===== src/rtl/loader_pkg.sv =====
// Shared types and frame layout for the serial instruction-memory loader.
// The state encoding and frame offsets are common to the RTL and its bench.
package loader_pkg;

   typedef enum logic [2:0] {
      IDLE,
      GET_CNT_HI,
      GET_CNT_LO,
      GET_HI,
      GET_LO,
      GET_CHK,
      DONE,
      ERR
   } state_t;

   localparam int CNT_BYTES = 2;
   localparam int CHK_BYTES = 1;

   // True while a frame is in flight: bytes are accepted and the idle timer runs.
   function automatic logic is_get(state_t s);
      return s inside {GET_CNT_HI, GET_CNT_LO, GET_HI, GET_LO, GET_CHK};
   endfunction

   function automatic int frame_bytes(int n_words);
      return CNT_BYTES + 2 * n_words + CHK_BYTES;
   endfunction

endpackage


===== src/rtl/program_loader_if.sv =====
// Byte-stream input, instruction-RAM write port and CPU status lines of the loader.
// The master modport is the loader itself; slave is the surrounding system.
interface program_loader_if #(
   parameter int AW = 10
);
   logic          Start;
   logic          RxValid;
   logic [7:0]    RxData;
   logic [AW-1:0] MemAddr;
   logic [15:0]   MemData;
   logic          MemWe;
   logic          CpuHold;
   logic          Done;
   logic          Error;

   modport master (
      input  Start, RxValid, RxData,
      output MemAddr, MemData, MemWe, CpuHold, Done, Error
   );

   modport slave (
      output Start, RxValid, RxData,
      input  MemAddr, MemData, MemWe, CpuHold, Done, Error
   );
endinterface


===== src/rtl/loader_timeout.sv =====
// Idle-gap counter: counts enabled cycles, clears on request, and flags the
// cycle in which the TIMEOUT-th consecutive enabled cycle is reached.
module loader_timeout #(
   parameter int TIMEOUT = 50000,
   parameter int TW      = $clog2(TIMEOUT + 1)
) (
   input  logic Clk,
   input  logic Reset_n,
   input  logic clr_i,
   input  logic en_i,
   output logic tc_o
);

   logic [TW-1:0] cnt_q, cnt_d;

   always_ff @(posedge Clk or negedge Reset_n) begin
      if (!Reset_n) cnt_q <= '0;
      else          cnt_q <= cnt_d;
   end

   always_comb begin
      cnt_d = cnt_q;
      if (clr_i)     cnt_d = '0;
      else if (en_i) cnt_d = cnt_q + 1'b1;
   end

   assign tc_o = en_i && !clr_i && (cnt_q == TW'(TIMEOUT - 1));

endmodule


===== src/rtl/program_loader.sv =====
// Frame parser that assembles big-endian 16-bit words from a UART byte stream
// and writes them sequentially into instruction RAM, holding the CPU meanwhile.
module program_loader
   import loader_pkg::*;
#(
   parameter int AW      = 10,
   parameter int TIMEOUT = 50000
) (
   input logic               Clk,
   input logic               Reset_n,
   program_loader_if.master  bus_io
);

   localparam int          TW    = $clog2(TIMEOUT + 1);
   localparam int          WW    = AW + 1;
   localparam logic [31:0] DEPTH = 32'd1 << AW;

   state_t        state_q, state_d;
   logic [7:0]    cnt_hi_q, cnt_hi_d;
   logic [15:0]   n_q, n_d;
   logic [7:0]    hi_q, hi_d;
   logic [7:0]    xor_q, xor_d;
   logic [WW-1:0] wcnt_q, wcnt_d;
   logic [AW-1:0] addr_q, addr_d;
   logic [15:0]   data_q, data_d;
   logic          we_q, we_d;

   logic          to_clr, to_en, to_tc;
   logic [15:0]   n_rx;
   logic [WW-1:0] wcnt_inc;

   // Start and any received byte restart the idle gap; outside a frame it is held at zero.
   assign to_clr = bus_io.Start || bus_io.RxValid || !is_get(state_q);
   assign to_en  = !to_clr;

   loader_timeout #(.TIMEOUT(TIMEOUT), .TW(TW)) u_timeout (
      .Clk     (Clk),
      .Reset_n (Reset_n),
      .clr_i   (to_clr),
      .en_i    (to_en),
      .tc_o    (to_tc)
   );

   assign n_rx     = {cnt_hi_q, bus_io.RxData};
   assign wcnt_inc = wcnt_q + 1'b1;

   always_comb begin
      state_d  = state_q;
      cnt_hi_d = cnt_hi_q;
      n_d      = n_q;
      hi_d     = hi_q;
      xor_d    = xor_q;
      wcnt_d   = wcnt_q;
      data_d   = data_q;
      we_d     = 1'b0;
      // The address steps once the registered write has gone out.
      addr_d   = we_q ? addr_q + 1'b1 : addr_q;

      if (bus_io.Start) begin
         state_d = GET_CNT_HI;
         xor_d   = '0;
         wcnt_d  = '0;
         addr_d  = '0;
      end else if (to_tc) begin
         state_d = ERR;
      end else if (bus_io.RxValid && is_get(state_q)) begin
         xor_d = xor_q ^ bus_io.RxData;
         case (state_q)
            GET_CNT_HI: begin
               cnt_hi_d = bus_io.RxData;
               state_d  = GET_CNT_LO;
            end
            GET_CNT_LO: begin
               n_d = n_rx;
               if (32'(n_rx) > DEPTH)  state_d = ERR;
               else if (n_rx == 16'd0) state_d = GET_CHK;
               else                    state_d = GET_HI;
            end
            GET_HI: begin
               hi_d    = bus_io.RxData;
               state_d = GET_LO;
            end
            GET_LO: begin
               data_d  = {hi_q, bus_io.RxData};
               we_d    = 1'b1;
               wcnt_d  = wcnt_inc;
               state_d = (32'(wcnt_inc) == 32'(n_q)) ? GET_CHK : GET_HI;
            end
            GET_CHK: begin
               // xor_q still excludes the checksum byte itself.
               state_d = (bus_io.RxData == xor_q) ? DONE : ERR;
            end
            default: ;
         endcase
      end
   end

   always_ff @(posedge Clk or negedge Reset_n) begin
      if (!Reset_n) begin
         state_q  <= IDLE;
         cnt_hi_q <= '0;
         n_q      <= '0;
         hi_q     <= '0;
         xor_q    <= '0;
         wcnt_q   <= '0;
         addr_q   <= '0;
         data_q   <= '0;
         we_q     <= 1'b0;
      end else begin
         state_q  <= state_d;
         cnt_hi_q <= cnt_hi_d;
         n_q      <= n_d;
         hi_q     <= hi_d;
         xor_q    <= xor_d;
         wcnt_q   <= wcnt_d;
         addr_q   <= addr_d;
         data_q   <= data_d;
         we_q     <= we_d;
      end
   end

   assign bus_io.MemAddr = addr_q;
   assign bus_io.MemData = data_q;
   assign bus_io.MemWe   = we_q;
   assign bus_io.CpuHold = is_get(state_q) || (state_q == ERR);
   assign bus_io.Done    = (state_q == DONE);
   assign bus_io.Error   = (state_q == ERR);

endmodule


===== src/flat_wrapper.sv =====
// flat-port wrapper written by rule: the top's interface ports become plain ports
module program_loader_flat import loader_pkg::*;
#(
   parameter int AW      = 10,
   parameter int TIMEOUT = 50000
)
  (Clk, Reset_n, bus_io_Start, bus_io_RxValid, bus_io_RxData, bus_io_MemAddr, bus_io_MemData, bus_io_MemWe, bus_io_CpuHold, bus_io_Done, bus_io_Error);
  program_loader_if #(.AW(AW)) bus_io_i ();
  input logic Clk;
  input logic Reset_n;
  input wire logic [$bits(bus_io_i.Start)-1:0] bus_io_Start;
  input wire logic [$bits(bus_io_i.RxValid)-1:0] bus_io_RxValid;
  input wire logic [$bits(bus_io_i.RxData)-1:0] bus_io_RxData;
  output wire logic [$bits(bus_io_i.MemAddr)-1:0] bus_io_MemAddr;
  output wire logic [$bits(bus_io_i.MemData)-1:0] bus_io_MemData;
  output wire logic [$bits(bus_io_i.MemWe)-1:0] bus_io_MemWe;
  output wire logic [$bits(bus_io_i.CpuHold)-1:0] bus_io_CpuHold;
  output wire logic [$bits(bus_io_i.Done)-1:0] bus_io_Done;
  output wire logic [$bits(bus_io_i.Error)-1:0] bus_io_Error;
  assign bus_io_i.Start = bus_io_Start;
  assign bus_io_i.RxValid = bus_io_RxValid;
  assign bus_io_i.RxData = bus_io_RxData;
  assign bus_io_MemAddr = bus_io_i.MemAddr;
  assign bus_io_MemData = bus_io_i.MemData;
  assign bus_io_MemWe = bus_io_i.MemWe;
  assign bus_io_CpuHold = bus_io_i.CpuHold;
  assign bus_io_Done = bus_io_i.Done;
  assign bus_io_Error = bus_io_i.Error;
  program_loader #(.AW(AW), .TIMEOUT(TIMEOUT)) u_core (.Clk(Clk), .Reset_n(Reset_n), .bus_io(bus_io_i));
endmodule

===== config.mk =====
export PLATFORM = sky130hd
export DESIGN_NAME = program_loader_flat
export DESIGN_NICKNAME = d
export VERILOG_FILES = /design/src/rtl/loader_pkg.sv /design/src/rtl/program_loader_if.sv /design/src/rtl/loader_timeout.sv /design/src/rtl/program_loader.sv /design/src/flat_wrapper.sv
export SDC_FILE = /design/constraint.sdc
export NUM_CORES = 1
export LEC_CHECK = 0
export CORE_UTILIZATION = 40
export CTS_CLUSTER_SIZE = 20
export DETAILED_ROUTE_END_ITERATION = 8
export SETUP_SLACK_MARGIN = 0.2
export SKIP_CTS_REPAIR_TIMING = 1
export SLEW_MARGIN = 20
export SYNTH_ARGS = -nofsm -noshare
export SYNTH_HDL_FRONTEND = slang
export SYNTH_SLANG_ARGS = --single-unit

===== constraint.sdc =====
create_clock -name Clk -period 2.7 [get_ports Clk]
set_input_delay 0.54 -clock Clk [delete_from_list [all_inputs] [get_ports Clk]]
set_output_delay 0.54 -clock Clk [all_outputs]
set_load 0.02 [all_outputs]

Word-level counts from Yosys, hierarchy flattened
Cells that the tools add are included.
{"block": "word_totals", "output_inout_bits": 30, "word_cells": 71, "in_bits": 12, "reg_bits": 97}
{"block": "classes", "reduce_logical": 21, "addsub": 3, "n_eq_ne": 11, "mux": 22, "order_cmp": 1, "bitwise_logic": 3}
{"operator": "$mux W11", "count": 4}
{"operator": "$mux W8", "count": 3}
{"operator": "$mux W10", "count": 2}
{"operator": "$mux W3", "count": 6}
{"operator": "$add A16 B1 Y16 const B", "count": 1}
{"operator": "$eq A11 B16 Y1", "count": 1}
{"operator": "$eq A16 B16 Y1 const B", "count": 1}
{"operator": "$gt A16 B11 Y1 const B", "count": 1}
{"operator": "$logic_not A16 Y1", "count": 1}
{"operator": "$mux W16", "count": 1}
{"operator": "$reduce_and A4 Y1", "count": 4}
{"operator": "$pmux W3 S5", "count": 1}
{"operator": "$eq A3 B3 Y1 const B", "count": 4}
{"operator": "$add A11 B1 Y11 const B", "count": 1}
{"operator": "$add A10 B1 Y10 const B", "count": 1}
{"operator": "$eq A8 B8 Y1", "count": 1}
{"operator": "$xor A8 B8 Y8", "count": 1}
{"operator": "$reduce_bool A7 Y1", "count": 1}
{"operator": "$eq A3 B2 Y1 const B", "count": 2}
{"operator": "$reduce_bool A2 Y1", "count": 3}
{"operator": "$mux W1", "count": 5}
{"operator": "$reduce_bool A5 Y1", "count": 1}
{"operator": "$reduce_and A2 Y1", "count": 2}
{"operator": "$eq A3 B1 Y1 const B", "count": 1}
{"operator": "7 further kinds", "count": 12}

Logic depth before layout (Yosys ltp)
Gate-level depths: netlist of the first run.
{"block": "depth", "word_depth": 8, "ltp_mapped": 8}

Hierarchy
Synthesis of the first run repeated with hierarchy kept, for this count alone.
{"block": "hier_totals", "cells_unflattened": 460, "hier_area_um2": 4774.6}
{"mod": "program_loader", "instances": 1, "seq_area_each_um2": 2026.9, "cells_each": 375, "area_per_inst_um2": 3951.3}
{"mod": "loader_timeout", "instances": 1, "seq_area_each_um2": 400.4, "cells_each": 85, "area_per_inst_um2": 823.3}

Least setup slack after synthesis of the first run
No wires, ideal clock.
{"block": "synth_timing", "path_type": "reg-to-reg", "from": "reg u_core.wcnt_q[0]", "to": "reg u_core.state_q[1]", "arrival_time_ps": 1752, "required_time_ps": 2559, "stages_incl_launch_ff": 8, "slack_ps": 807, "period_less_slack_ps": 1893, "path_cell_list": "dfrtp_1 > ha_1 > nand3_1 > or2_1 > o41ai_1 > a31oi_1 > o41ai_2 > a31oi_1"}
{"block": "synth_between", "elab_chain_cells": 7}
{"element": "start, declared", "line": "program_loader.sv:23", "text": "logic [WW-1:0] wcnt_q, wcnt_d;"}
{"element": "start signal, assigned", "line": "program_loader.sv:115", "text": "wcnt_q <= wcnt_d;"}
{"element": "$add A11 B1 Y11", "line": "program_loader.sv:45", "text": "assign wcnt_inc = wcnt_q + 1'b1;"}
{"element": "$eq A11 B16 Y1", "line": "program_loader.sv:87", "text": "state_d = (32'(wcnt_inc) == 32'(n_q)) ? GET_CHK : GET_HI;"}
{"element": "$mux W3", "line": "program_loader.sv:87"}
{"element": "$pmux W3 S5", "line": "program_loader.sv:68", "text": "case (state_q)"}
{"element": "$mux W3", "line": "program_loader.sv:66", "text": "end else if (bus_io.RxValid && is_get(state_q)) begin"}
{"element": "$mux W3", "line": "program_loader.sv:64", "text": "end else if (to_tc) begin"}
{"element": "$mux W3", "line": "program_loader.sv:59", "text": "if (bus_io.Start) begin"}
{"element": "end signal, assigned", "line": "program_loader.sv:110", "text": "state_q <= state_d;"}
{"element": "end, declared", "line": "program_loader.sv:18", "text": "state_t state_q, state_d;"}
No other way between the ends. The select of a mux whose other input is x is not followed.
A chain may end at the register's enable or synchronous reset.

Worst setup path after layout of the first run
{"block": "layout_timing", "from": "reg u_core.state_q[0]", "to": "out bus_io_Error"}
{"block": "layout_between", "elab_chain_cells": 1}
{"element": "$eq A3 B3 Y1", "line": "program_loader.sv:127", "text": "assign bus_io.Error = (state_q == ERR);"}
{"element": "end, declared", "line": "flat_wrapper.sv:19", "text": "output wire logic [$bits(bus_io_i.Error)-1:0] bus_io_Error;"}
No other way between the ends.

==> results by group, run 1 <==
Logic synthesis
  – Xor and xnor area share after synthesis: 0.1178
  – Synth Area in Simple Gates: 0.1697
  – Post-synth EDFFs: 0
  – Commonest cells post-synth: dfrtp_1, nor2_1, mux2_2
  – Yosys top cell by area: dfrtp_1
  – Syn_nets: around 420
  – Yosys reg bits: 97
  – Most numerous cell in the Yosys netlist: dfrtp_1
  – Synth unique cells: 44
  – Ys async rst share: 1.000
  – Synth Area in Adders: 0.008143
  – Synth Instances: a little over 400
  – Largest cells by area after synthesis: dfrtp_1, mux2_2, xor2_1
  – Largest family of logic cells by synthesized area: simple AND/OR/NAND/NOR gates
  – Synth warnings: 0
  – Mean Syn Cell Area: roughly 11 sq um
  – Sequential area share after synthesis: 0.5266
  – Multiplexer share of the synthesized area: 0.1194
  – Mapped cell area: 4609 sq um
  – Yosys top cell area share: 0.5266
  – Commonest register cell after synthesis: dfrtp_1
  – Compound-Gate Fraction of Synth Area: 0.04126

Route
  – Via count: ~3100
  – Antenna Nets Post-Route: 0
  – DRT Pass-1 Iters: 4
  – Initial DRC Count: 154
  – Routed length per placed instance: roughly 16 um
  – DR vias/cell: about 5.2
  – Drt total wl: between 9000 and 10000 um
  – DRC violations left: 0

Flow run
  – Number of max-cap violations: 0

Worst setup path
  – Critical path's largest stage delay: between 600 and 700 ps
  – Reg2reg path depth: 7
  – CP max stage cell: clkdlybuf4s50_1
  – Arr. time, crit path: 1780 ps
  – Worst-path fanout max: 12
  – Worst setup SP type: register
  – WP data required: about 2200 ps
  – CP delay by family, top: buffers and inverters
  – CP bufs+invs: 1
  – Reg2reg setup slack: 520 ps
  – Critical setup path kind: reg2out
  – CP Cell Sequence: and3_1 > clkdlybuf4s50_1
  – Crit end category: output pin
  – Crit. path cell count: 2

Global route
  – Grt met2 use: 0.2992
  – Vias in the first global route: between 3000 and 4000
  – GR Util met1: 0.2458
  – Global route overflow: 0
  – Grt peak-use layer: met2
  – Global-route wire length before repair: 16530 um
  – Largest net degree at the start of global routing: 40
  – Antenna violations before repair: 0
  – GR Util met3: 0.05276
  – GR Util All Layers: 0.1844

Clock network
  – CTS Root Buffer Type: clkbuf_16
  – Clock Latency Late Sink: approximately 340 ps
  – Clock transition at path regs: about 70 ps
  – H-tree levels: 3
  – Total CTS buffers: 9
  – Clock buffer depth: 2
  – CTS sink count: 97
  – CTS tree: done

Placement
  – Input/output buffers: 41
  – Post-Place Worst Slack: between 300 and 400 ps
  – DP HPWL: between 6000 and 7000 um
  – Routability-driven placement congestion ratio: between 0.7 and 0.8
  – Post-DP Area: between 5000 and 6000 sq um

Hold path
  – HP Class: in2async

Floorplanning
  – Ports: 42
  – Rows: 38
  – Die Area: ~12000 sq um
  – Starting Density: 0.4179
  – Core Area: ~11000 sq um
  – Die Y: 109.3 um
  – Die X: about 110 um

STA
  – Fin crit share: 0.8607
  – Setup TNS: 0 ps
  – Final Hold Viols: 0
  – Minimum clock period: between 2000 and 2500 ps
  – Final number of setup-violating endpoints: 0
  – Slew @ Worst Pin: ~540 ps
  – Final Max Tran Viols: 0
  – RSZ-0062 raised after global routing: no
  – Fmax: around 0.43 GHz
  – Slew HR: 0.6375
  – Worst hold margin: about 170 ps
  – Final Skew: roughly 5 ps
  – Final Worst Setup Slack: between 300 and 400 ps

Run status
  – Status: finished, final reports clean

Final layout
  – Ant diodes: 0
  – Share of cells above drive strength 1: 0.1918
  – Area growth, synth to finish: 20.20%
  – Core Util, Final: 0.5023
  – Fill cells: 1013
  – Nets@finish: 474
  – Fin area: ~5500 sq um

Power
  – Lkg Pwr: around 0.0024 uW
  – Worst vdd ir: between 500 and 600 uV
  – Cell Pwr Density: between 600 and 700 nW/um^2
-- stage by stage --
stage               instances  total power (uW)
floorplan                 408              2245
global placement          588              2496
detailed placement        588              2516
CTS                       604              3779
global route              604              3921
finish                    604              3722
-- flip-flops by register name, indices dropped and copies added (netlist names), 8 cells and up --
name / count
u_core.bus_io.MemAddr: 10
u_core.bus_io.MemData: 16
u_core.cnt_hi_q: 8
u_core.hi_q: 8
u_core.n_q: 16
u_core.u_timeout.cnt_q: 16
u_core.wcnt_q: 11
u_core.xor_q: 8
-- cell families (layout without fill, tap and decap cells) --
| group | count (synthesis) | in the layout |
|---|---|---|
| XOR/XNOR | 62 | 62 |
| AND/OR/NAND/NOR | 151 | 151 |
| adder cells (fa/ha/maj) | 3 | 3 |
| multiplexers | 49 | 49 |
| buffers and inverters | 19 | 75 |
| AO/OA/AOI/OAI | 27 | 27 |
| flip-flops | 97 | 97 |
-- cell type report --
class / instances / area, sq um / share of cell area
clock buffer: 12 / 256.5 / 0.04630
clock inverter: 4 / 33.78 / 0.006098
inverter: 4 / 15.01 / 0.002710
multi-input combinational: 292 / 2103 / 0.3796
sequential: 97 / 2429 / 0.4383
tap: 140 / 175.2 / 0.03162
timing repair buffer: 55 / 528.0 / 0.09530
-- worst paths after layout --
path,end,from
worst max-delay path,bus_io_Error,u_core.state_q[0]$_DFFE_PN0P_
worst min-delay path,u_core.u_timeout.cnt_q[15]$_DFF_PN0_,Reset_n
worst max register to register,u_core.state_q[1]$_DFFE_PN0P_,u_core.wcnt_q[0]$_DFFE_PN0P_
worst min register to register,u_core.u_timeout.cnt_q[0]$_DFF_PN0_,u_core.u_timeout.cnt_q[0]$_DFF_PN0_
max in group asynchronous,u_core.hi_q[7]$_DFFE_PN0P_,Reset_n
min in group Clk,u_core.u_timeout.cnt_q[0]$_DFF_PN0_,u_core.u_timeout.cnt_q[0]$_DFF_PN0_
-- worst register-to-register path: cells and delay by family (launching register included) --
kind                       cells  cell delay (ps)
DFF                            1              470
adders and majority gates      1              340
AOI/OAI and AO/OA              4              820
and+or+nand+nor                2              420
-- layer usage --
metal / wire [um] / share of wire
met1: 4479 / 0.46
met4: 69 / 0.0072
met2: 4729 / 0.49
met5: 0 / 0
met3: 357 / 0.037
-- report_power, final --
group          total (uW)  switching (uW)  leakage [uW]  internal (uW)
logic                 630             288       0.00100            342
registers            1850             179       0.00129           1670
clock network        1240             555      0.000140            684
total                3720            1020       0.00243           2700
-- placed cells by master (no fill, tap or decap), types with 3 or more instances in the layout --
| cell type | count |
|---|---|
| dfrtp_1 | 96 |
| nor2_1 | 57 |
| mux2_2 | 48 |
| xor2_1 | 40 |
| clkdlybuf4s50_1 | 39 |
| nand2_1 | 22 |
| nand3_1 | 22 |
| xnor2_1 | 22 |
| buf_4 | 14 |
| clkbuf_16 | 9 |
| and3_1 | 7 |
| nor4_1 | 7 |
| nor3_1 | 6 |
| o21ai_0 | 6 |
| a21oi_1 | 6 |
| nand4_1 | 5 |
| or3_1 | 4 |
| inv_1 | 4 |
| nor2b_1 | 4 |
| a31oi_1 | 3 |
| ha_1 | 3 |
(Power assumes the default switching activity.)
==> run 2, diff against run 1 <==
SKIP_LAST_GASP = 1   (was unset)
==> results of run 2 <==
The final DEF is identical to that of run 1; final timing and power are the same.
